<file path="config.mk">
export PLATFORM = sky130hd
export DESIGN_NAME = rf_writeback
export DESIGN_NICKNAME = d
export VERILOG_FILES = /design/src/rtl/rf_writeback_pkg.sv /design/src/rtl/rf_writeback_wb_fifo.sv /design/src/rtl/rf_writeback.sv
export SDC_FILE = /design/constraint.sdc
export NUM_CORES = 1
export LEC_CHECK = 0
export ABC_AREA = 0
export CORE_ASPECT_RATIO = 1.25
export CORE_MARGIN = 2
export CORE_UTILIZATION = 52
export CTS_CLUSTER_DIAMETER = 200
export DETAILED_ROUTE_END_ITERATION = 8
export HOLD_SLACK_MARGIN = 0.1
export PLACE_DENSITY = 0.91
export SLEW_MARGIN = 15
export SYNTH_ARGS = -nofsm -noshare
export SYNTH_HDL_FRONTEND = slang
export SYNTH_SLANG_ARGS = --single-unit
export TNS_END_PERCENT = 20
</file>
<file path="constraint.sdc">
create_clock -name CLK -period 3.74 [get_ports CLK]
set_clock_uncertainty 0.1 [all_clocks]
set_input_delay 0.748 -clock CLK [delete_from_list [all_inputs] [get_ports CLK]]
set_output_delay 0.748 -clock CLK [all_outputs]
set_load 0.005 [all_outputs]
</file>
<file path="src/rtl/rf_writeback_pkg.sv">
// rf_writeback_pkg: shared register-file widths, write-back entry type and helpers.
package rf_writeback_pkg;
    localparam int REG_W = 32;
    localparam int RADDR_W = 5;
    localparam int NREG = 1 << RADDR_W;
    localparam logic [RADDR_W-1:0] ZERO_REG = '0;

    typedef struct packed {
        logic [RADDR_W-1:0] addr;
        logic [REG_W-1:0]   data;
    } wb_entry_t;

    // r0 maps to an empty mask so it can never be marked pending
    function automatic logic [NREG-1:0] reg_onehot(input logic [RADDR_W-1:0] a);
        return (a == ZERO_REG) ? '0 : (NREG'(1) << a);
    endfunction
endpackage

</file>
<file path="src/rtl/rf_writeback_wb_fifo.sv">
// wb_fifo: synchronous FIFO buffering slow results until they win the RF write port.
module wb_fifo
    import rf_writeback_pkg::*;
#(
    parameter int DEPTH = 4
) (
    input  logic      clk,
    input  logic      rst,
    input  logic      i_push,
    input  logic      i_pop,
    input  wb_entry_t i_wdata,
    output wb_entry_t o_rdata,
    output logic      o_empty,
    output logic      o_rdy
);
    localparam int AW = $clog2(DEPTH);

    wb_entry_t        r_mem [DEPTH];
    logic [AW-1:0]    r_wptr;
    logic [AW-1:0]    r_rptr;
    logic [AW:0]      r_count;
    logic             r_rdy;
    logic [AW:0]      w_count_nxt;

    assign w_count_nxt = r_count + {{AW{1'b0}}, i_push} - {{AW{1'b0}}, i_pop};
    assign o_rdata = r_mem[r_rptr];
    assign o_empty = (r_count == '0);
    assign o_rdy = r_rdy;

    always_ff @(posedge clk) begin
        if (i_push) r_mem[r_wptr] <= i_wdata;
    end

    // ready is registered from the next count so it has no path from the inputs
    always_ff @(posedge clk) begin
        if (rst) begin
            r_wptr <= '0;
            r_rptr <= '0;
            r_count <= '0;
            r_rdy <= 1'b1;
        end else begin
            if (i_push) r_wptr <= r_wptr + 1'b1;
            if (i_pop) r_rptr <= r_rptr + 1'b1;
            r_count <= w_count_nxt;
            r_rdy <= (w_count_nxt != (AW+1)'(DEPTH));
        end
    end
endmodule

</file>
<file path="src/rtl/rf_writeback.sv">
// rf_writeback: merges ALU and slow results onto the RF write port, tracks pending
// destinations and forwards the value currently on the write port.
module rf_writeback
    import rf_writeback_pkg::*;
#(
    parameter int FIFO_DEPTH = 4,
    parameter int STARVE_LIMIT = 3
) (
    input  logic               CLK,
    input  logic               RESET,
    input  logic               ISSUE_V,
    input  logic [RADDR_W-1:0] ISSUE_ADDR,
    input  logic               ALU_V,
    input  logic [RADDR_W-1:0] ALU_ADDR,
    input  logic [REG_W-1:0]   ALU_DATA,
    input  logic               SLOW_V,
    input  logic [RADDR_W-1:0] SLOW_ADDR,
    input  logic [REG_W-1:0]   SLOW_DATA,
    output logic               SLOW_RDY,
    output logic               ALU_HOLD,
    output logic [RADDR_W-1:0] RDaddr,
    output logic [REG_W-1:0]   RD,
    input  logic [RADDR_W-1:0] RSaddr,
    input  logic [RADDR_W-1:0] RTaddr,
    output logic               RS_BUSY,
    output logic               RT_BUSY,
    output logic               RS_FWD_V,
    output logic [REG_W-1:0]   RS_FWD,
    output logic               RT_FWD_V,
    output logic [REG_W-1:0]   RT_FWD
);
    localparam int SW = $clog2(STARVE_LIMIT + 1);

    logic [RADDR_W-1:0] r_rd_addr;
    logic [REG_W-1:0]   r_rd;
    logic [NREG-1:0]    r_pending;
    logic [SW-1:0]      r_starve;
    logic               r_hold;
    logic               w_alu_v;
    logic               w_push;
    logic               w_pop;
    logic               w_empty;
    wb_entry_t          w_head;
    logic [SW-1:0]      w_starve_nxt;
    logic [NREG-1:0]    w_pending_nxt;

    // ALU results to r0 are dropped before arbitration so they never block a pop
    assign w_alu_v = ALU_V && (ALU_ADDR != ZERO_REG);
    assign w_push = SLOW_V && SLOW_RDY && (SLOW_ADDR != ZERO_REG);
    assign w_pop = !w_alu_v && !w_empty;

    wb_fifo #(.DEPTH(FIFO_DEPTH)) u_fifo (
        .clk(CLK),
        .rst(RESET),
        .i_push(w_push),
        .i_pop(w_pop),
        .i_wdata('{addr: SLOW_ADDR, data: SLOW_DATA}),
        .o_rdata(w_head),
        .o_empty(w_empty),
        .o_rdy(SLOW_RDY)
    );

    // the hold cycle always restarts the count, even if the ALU ignores the hold
    assign w_starve_nxt = r_hold ? '0 : (w_alu_v && !w_empty) ? r_starve + 1'b1 : '0;
    assign w_pending_nxt = (r_pending & ~reg_onehot(r_rd_addr)) | (ISSUE_V ? reg_onehot(ISSUE_ADDR) : '0);

    always_ff @(posedge CLK) begin
        if (RESET) begin
            r_rd_addr <= ZERO_REG;
            r_rd <= '0;
            r_pending <= '0;
            r_starve <= '0;
            r_hold <= 1'b0;
        end else begin
            r_rd_addr <= w_alu_v ? ALU_ADDR : w_pop ? w_head.addr : ZERO_REG;
            if (w_alu_v) r_rd <= ALU_DATA;
            else if (w_pop) r_rd <= w_head.data;
            r_pending <= w_pending_nxt;
            r_starve <= w_starve_nxt;
            r_hold <= (w_starve_nxt == SW'(STARVE_LIMIT));
        end
    end

    assign RDaddr = r_rd_addr;
    assign RD = r_rd;
    assign ALU_HOLD = r_hold;
    assign RS_FWD_V = (RSaddr == r_rd_addr) && (r_rd_addr != ZERO_REG);
    assign RT_FWD_V = (RTaddr == r_rd_addr) && (r_rd_addr != ZERO_REG);
    assign RS_FWD = r_rd;
    assign RT_FWD = r_rd;
    assign RS_BUSY = r_pending[RSaddr] && !RS_FWD_V;
    assign RT_BUSY = r_pending[RTaddr] && !RT_FWD_V;
endmodule

</file>
# ---- Yosys cells after proc, flatten, opt, wreduce, memory -nomap -nowiden
# Memory sizes are Yosys's and may differ from the RTL's. A register that Yosys moved wholly into a read port is not among the register bits.
# Cells that the tools add are included.
dict set report op_classes {
  shifts 2
  eq_ne 4
  bitwise 3
  addsub 5
  n_reduce_logical 20
  order_cmp 2
  muxes 17
}
# cell count
set op_table {}
lappend op_table {{two-way mux 32 bit} 5}
lappend op_table {{<< shifter 1 x 5 -> 32 bit (first input constant)} 2}
lappend op_table {{AND 32 bit} 1}
lappend op_table {{inverter 32 bit} 1}
lappend op_table {{bitwise OR 32 bit} 1}
lappend op_table {{nonzero test 5 bit} 3}
lappend op_table {{< comparator 5 x 6 -> 1 bit (second input constant)} 2}
lappend op_table {{binary-select mux 1 bit (select 5 bit)} 2}
lappend op_table {{== test 5 bit} 2}
lappend op_table {{zero test 5 bit} 2}
lappend op_table {{two-way mux 5 bit} 2}
lappend op_table {{logical AND 1 bit} 9}
lappend op_table {{two-way mux 2 bit} 4}
lappend op_table {{adder 2 x 1 -> 2 bit (second input constant)} 3}
lappend op_table {{zero test 1 bit} 4}
lappend op_table {{two-way mux 1 bit} 4}
lappend op_table {{adder 3 x 1 -> 3 bit} 1}
lappend op_table {{zero test 3 bit} 1}
lappend op_table {{!= test 3 bit (second input constant)} 1}
lappend op_table {{subtractor 3 x 1 -> 3 bit} 1}
lappend op_table {{== test 2 bit (second input constant)} 1}
lappend op_table {{nonzero test 2 bit} 1}
dict set report totals {
  output_inout_bits 107
  memories 1
  in_bits 94
  ramBits 148
  reg_bits 80
}
# name words width read_ports rd_clocked_by_memory_dff wr line
set mem_list {}
lappend mem_list {u_fifo.r_mem 4 37 1 1 1 rf_writeback_wb_fifo.sv:18} ;# wb_entry_t r_mem [DEPTH];

# ---- Logic depth before layout (Yosys ltp)
dict set report logic_depth {
  ltp_word 6
  ltp_mapped 11
  depth_no_buf 11
}

# ---- By module
# From an unflattened synthesis, not the netlist that was laid out.
dict set report hier_totals {
  hier_cells 703
  hier_area_um2 10009.6
}
# mod instances cells_per_inst area_each_um2
set modules_own_cells {}
lappend modules_own_cells {wb_fifo 1 237 5806.8}
lappend modules_own_cells {rf_writeback 1 466 4202.8}

# ---- Worst setup path before layout
# Ideal clock, no wire load.
dict set report synth_timing {
  path_kind {in2out}
  start {input RSaddr[0]}
  end {output RS_BUSY}
  arrival_time_ns 2.113
  n_path_buf 1
  slack_ns 0.779
  required_time_ns 2.892
  cell_stages 5
  cell_sequence {buf_2 -> mux4_2 -> mux2_2 -> a221oi_1 -> a211oi_1}
}
dict set report synth_between {
  elab_chain_cells 4
  elab_cells_between_ends 6
  classes_between {eq/ne (1); mux (2); reduce/logical (3)}
}
# element line
set synth_lines {}
lappend synth_lines {{start, declared} rf_writeback.sv:23} ;# input logic [RADDR_W-1:0] RSaddr,
lappend synth_lines {{parallel branches: the longest is 3 deep, another holds binary-select mux 1 bit (select 5 bit)} -}
lappend synth_lines {{logical AND 1 bit *} rf_writeback.sv:91} ;# assign RS_BUSY = r_pending[RSaddr] && !RS_FWD_V;
lappend synth_lines {{end, declared} rf_writeback.sv:25} ;# output logic RS_BUSY,
# Every way passes the cells marked *. The select of a mux whose other input is x is not followed.

# ---- Final worst setup path
dict set report layout_timing {
  start {input RTaddr[2]}
  end {output RT_BUSY}
}
dict set report layout_between {
  elab_chain_cells 4
  elab_cells_between_ends 6
  classes_between {eq/ne (1); mux (2); reduce/logical (3)}
}
# element line
set layout_lines {}
lappend layout_lines {{start, declared} rf_writeback.sv:24} ;# input logic [RADDR_W-1:0] RTaddr,
lappend layout_lines {{parallel branches: the longest is 3 deep, another holds binary-select mux 1 bit (select 5 bit)} -}
lappend layout_lines {{logical AND 1 bit *} rf_writeback.sv:92} ;# assign RT_BUSY = r_pending[RTaddr] && !RT_FWD_V;
lappend layout_lines {{end, declared} rf_writeback.sv:26} ;# output logic RT_BUSY,
# Marks and branches as above.

==> impl_metrics.csv <==
group,metric,value,unit
pwr,p_leak,4.16,nW
pwr,p_seq_share,44.5,%
floorplanning,dieWidth,127,um
timing,slew_headroom,27.9,%
synthesis,synth_simple_gate_area_share,8.89,%
finish,multi_input_area,0.00311,mm2
clock_tree,cts_htree_levels,1,
clock_tree,path_clk_slew,0.06,ns
worst_setup_path,cp_max_fo,9,
clock_tree,numCtsBuffers,23,
timing,max_freq,270,MHz
pwr,vdd_drop_max,480,uV
clock_tree,cts_tree,"done",
floorplanning,num_rows,56,
pwr,pwr-share-clk,30.5,%
worst_setup_path,crit_slowest_cell,"clkdlybuf4s50_1",
grt,grt_first_pass_wirelength,35900,um
synthesis,synthMuxAreaShare,12.6,%
pwr,p_int,5.35,mW
synthesis,synth_cell_types,45,
worst_setup_path,cp-startpoint,"RTaddr[2]",
detailed_routing,wl_per_cell,20.7,um
worst_setup_path,cp_cell_sequence,"clkdlybuf4s50_1 -> mux4_2 -> o22ai_1 -> o31a_1 -> a211oi_1 -> clkdlybuf4s50_1",
clock_tree,cts-root-buf,"clkbuf_16",
worst_setup_path,endpoint,"RT_BUSY",
finish,final_area,0.0125,mm2
timing,fin_setup_tns,0,ns
detailed_routing,first_pass_iters,5,
clock_tree,clock_path_buffers,3,
grt,grt_overflow,0,
worst_setup_path,path_common_cell,"clkdlybuf4s50_1",
floorplanning,start_util,52.8,%
detailed_routing,drc_errors,0,
detailed_routing,drt_iter0_markers,468,
synthesis,synth_area,0.00988,mm2
run,maxCapViolCount,0,
floorplanning,core-area,0.0187,mm2
worst_setup_path,crit_arrival,2.85,ns
finish,final_nets,980,
worst_setup_path,reg2reg_to,"u_fifo.o_rdy",
placed_design,io_buffers,200,
timing,slew_violations,0,
worst_setup_path,start_kind,"input pin",
synthesis,syn_inst,744,
finish,fillCellCount,1297,
worst_setup_path,max_stage_delay,0.72,ns
finish,ff_latch_area,0.00609,mm2
run_status,status,"completed",
hold_path,hp-class,"reg -> reg",
synthesis,ys_seq_elements,230,
pwr,p_sw,1.96,mW
synthesis,yosys.area_share.xor_xnor,1.24,%
clock_tree,ctsHoldBuffers,0,
placed_design,dp.final_hpwl,15800,um
finish,num_antenna_cells,0,
worst_setup_path,r2r_start,"u_fifo.o_rdy",
detailed_routing,vias,6437,
pwr,switching_share,26.9,%
finish,mostFrequentLayoutCells,"clkdlybuf4s50_1 (197), edfxtp_1 (148), nand2_1 (106)",
synthesis,ys.flop_type,"edfxtp_1",
pwr,p_comb_share,25.0,%
timing,period_needed,3.70,ns
synthesis,synth.yosys.seq_area_share,61.6,%
detailed_routing,postRouteAntennaNets,0,
grt,grt_pass1_vias,6584,
worst_setup_path,cp-end-kind,"output pin",
synthesis,syn_avg_cell_area,13.3,um2
timing,setup_viol,0,
detailed_routing,viasPerCell,5.71,
worst_setup_path,r2r_cells,10,
finish,areaGrowthSynthToFinish,26.1,%
floorplanning,die_h,158,um
grt,grt_usage,23.1,%
synthesis,synth_top_family_by_area,"multiplexers",
synthesis,ys.warnings.count,0,
synthesis,async_flop_share,0,%
grt,grt_max_degree,72,
clock_tree,worst_skew_pair.late_latency,0.50,ns
timing,hold_viol,0,
detailed_routing,finalWirelength,23300,um
timing,worst_pin_slew,1.08,ns
timing,grt_setup_unrepaired,"no",
clock_tree,cts_num_sinks,230,
synthesis,synth_edf_count,148,
worst_setup_path,worst-r2r-setup-slack,1.44,ns
synthesis,synthAdderAreaFrac,0.962,%
worst_setup_path,required,2.89,ns
finish,final_common_cell,"clkdlybuf4s50_1",
grt,antenna_found_initial,0,
timing,fin_crit_sh,99.0,%
placed_design,place_congestion,1.11,
synthesis,syn-num-nets,845,
worst_setup_path,crit_type,"in -> out",
pwr,p_per_area,587,mW/mm2
placed_design,place_area,0.0117,mm2
synthesis,synth_compound_area_share,7.68,%
floorplanning,dieArea,0.0201,mm2
floorplanning,io_pins,201,
finish,drive_gt1_share,13.3,%
cell type report:
class	instances	share of cell area, %
clock buffers	35	5.25
clock inverters	6	0.613
inverters	9	0.271
multi-input cells	399	25.0
flip-flops and latches	230	48.9
well taps	232	2.33
repair buffers	216	17.7
sequential cells by signal, indices dropped and copies added, names as in the netlist, named ones only:
signal / flops
ALU_HOLD: 1
u_fifo.r_wptr: 2
r_pending: 32
u_fifo.r_rptr: 2
RDaddr: 5
r_starve: 2
u_fifo.r_mem: 148
RD: 32
u_fifo.o_rdy: 1
u_fifo.r_count: 3
worst min-delay path by stage:
stage	from	endpoint	slack [ns]	cells after the start
6_report	r_starve[0]	r_starve[0]	0.37	1
5_1_grt	r_starve[0]	ALU_HOLD	0.40	1
4_1_cts	r_starve[0]	r_starve[0]	0.37	1
3_5_place_dp	r_starve[0]	r_starve[0]	0.36	1
3_3_place_gp	r_starve[0]	r_starve[0]	0.35	1
2_1_floorplan	r_starve[0]	r_starve[0]	0.34	1
cell usage after synthesis (all sizes together), types with 5 or more instances:
| cell type | number | area [um2] |
|---|---|---|
| edfxtp | 148 | 4440 |
| nand2 | 106 | 398 |
| dfxtp | 82 | 1640 |
| buf | 79 | 562 |
| mux4 | 52 | 1170 |
| nor2 | 48 | 180 |
| a21oi | 37 | 185 |
| o21ai | 33 | 176 |
| a311oi | 32 | 280 |
| clkbuf | 27 | 103 |
| xnor2 | 10 | 87.6 |
| inv | 9 | 33.8 |
| nand2b | 9 | 56.3 |
| nand3 | 7 | 35.0 |
| ha | 6 | 75.1 |
| or2 | 6 | 37.5 |
| and2 | 5 | 31.3 |
| nor2b | 5 | 31.3 |
power groups by stage:
stage | Combinational, mW | Clock [mW] | Sequential (mW)
5_1_grt | 1.98 | 2.38 | 3.29
6_report | 1.82 | 2.23 | 3.26
3_3_place_gp | 1.79 | 0 | 3.29
3_5_place_dp | 1.84 | 0 | 3.31
4_1_cts | 1.85 | 2.28 | 3.26
2_1_floorplan | 1.16 | 0 | 3.22
what timing repair did:
action                                  in CTS  in global routing
cloned                                       0                  0
buffers inserted                             0                  0
endpoints found under the setup margin       1                  1
gates resized for setup                      1                  1
through the flow:
stage,power [mW],setup slack [ns],utilization (%),hold slack (ns),instances
after floorplan,4.37,0.779,-,0.340,744
after global placement,5.08,-0.0433,62.7,0.354,1086
after detailed placement,5.15,-0.0565,62.7,0.364,1086
after CTS,7.39,0.0262,66.6,0.374,1127
after global routing,7.65,0.00101,66.6,0.398,1127
final,7.31,0.0376,66.6,0.371,1127
critical path: cells and delay by family:
| family | cells | cell delay (ns) |
|---|---|---|
| AOI/OAI and AO/OA | 3 | 0.55 |
| buffers and inverters | 2 | 1.25 |
| muxes | 1 | 0.29 |
cells by family after synthesis:
| family | Yosys count |
|---|---|
| AND/OR/NAND/NOR | 202 |
| buffers and inverters | 115 |
| multiplexers | 59 |
| AO/OA/AOI/OAI | 117 |
| XOR/XNOR | 14 |
| adder cells (fa/ha/maj) | 7 |
| flip-flops | 230 |
metal layers:
| layer | up-vias | GRT usage [%] | routed length, um |
|---|---|---|---|
| met1 | 3130 | 27.1 | 8610 |
| met5 | - | 0 | 0 |
| met2 | 262 | 41.7 | 12500 |
| met4 | 0 | 10.5 | 932 |
| met3 | 67 | 3.82 | 1310 |
| li1 | 2978 | - | - |
No activity file was read; power rests on OpenSTA's default activity.
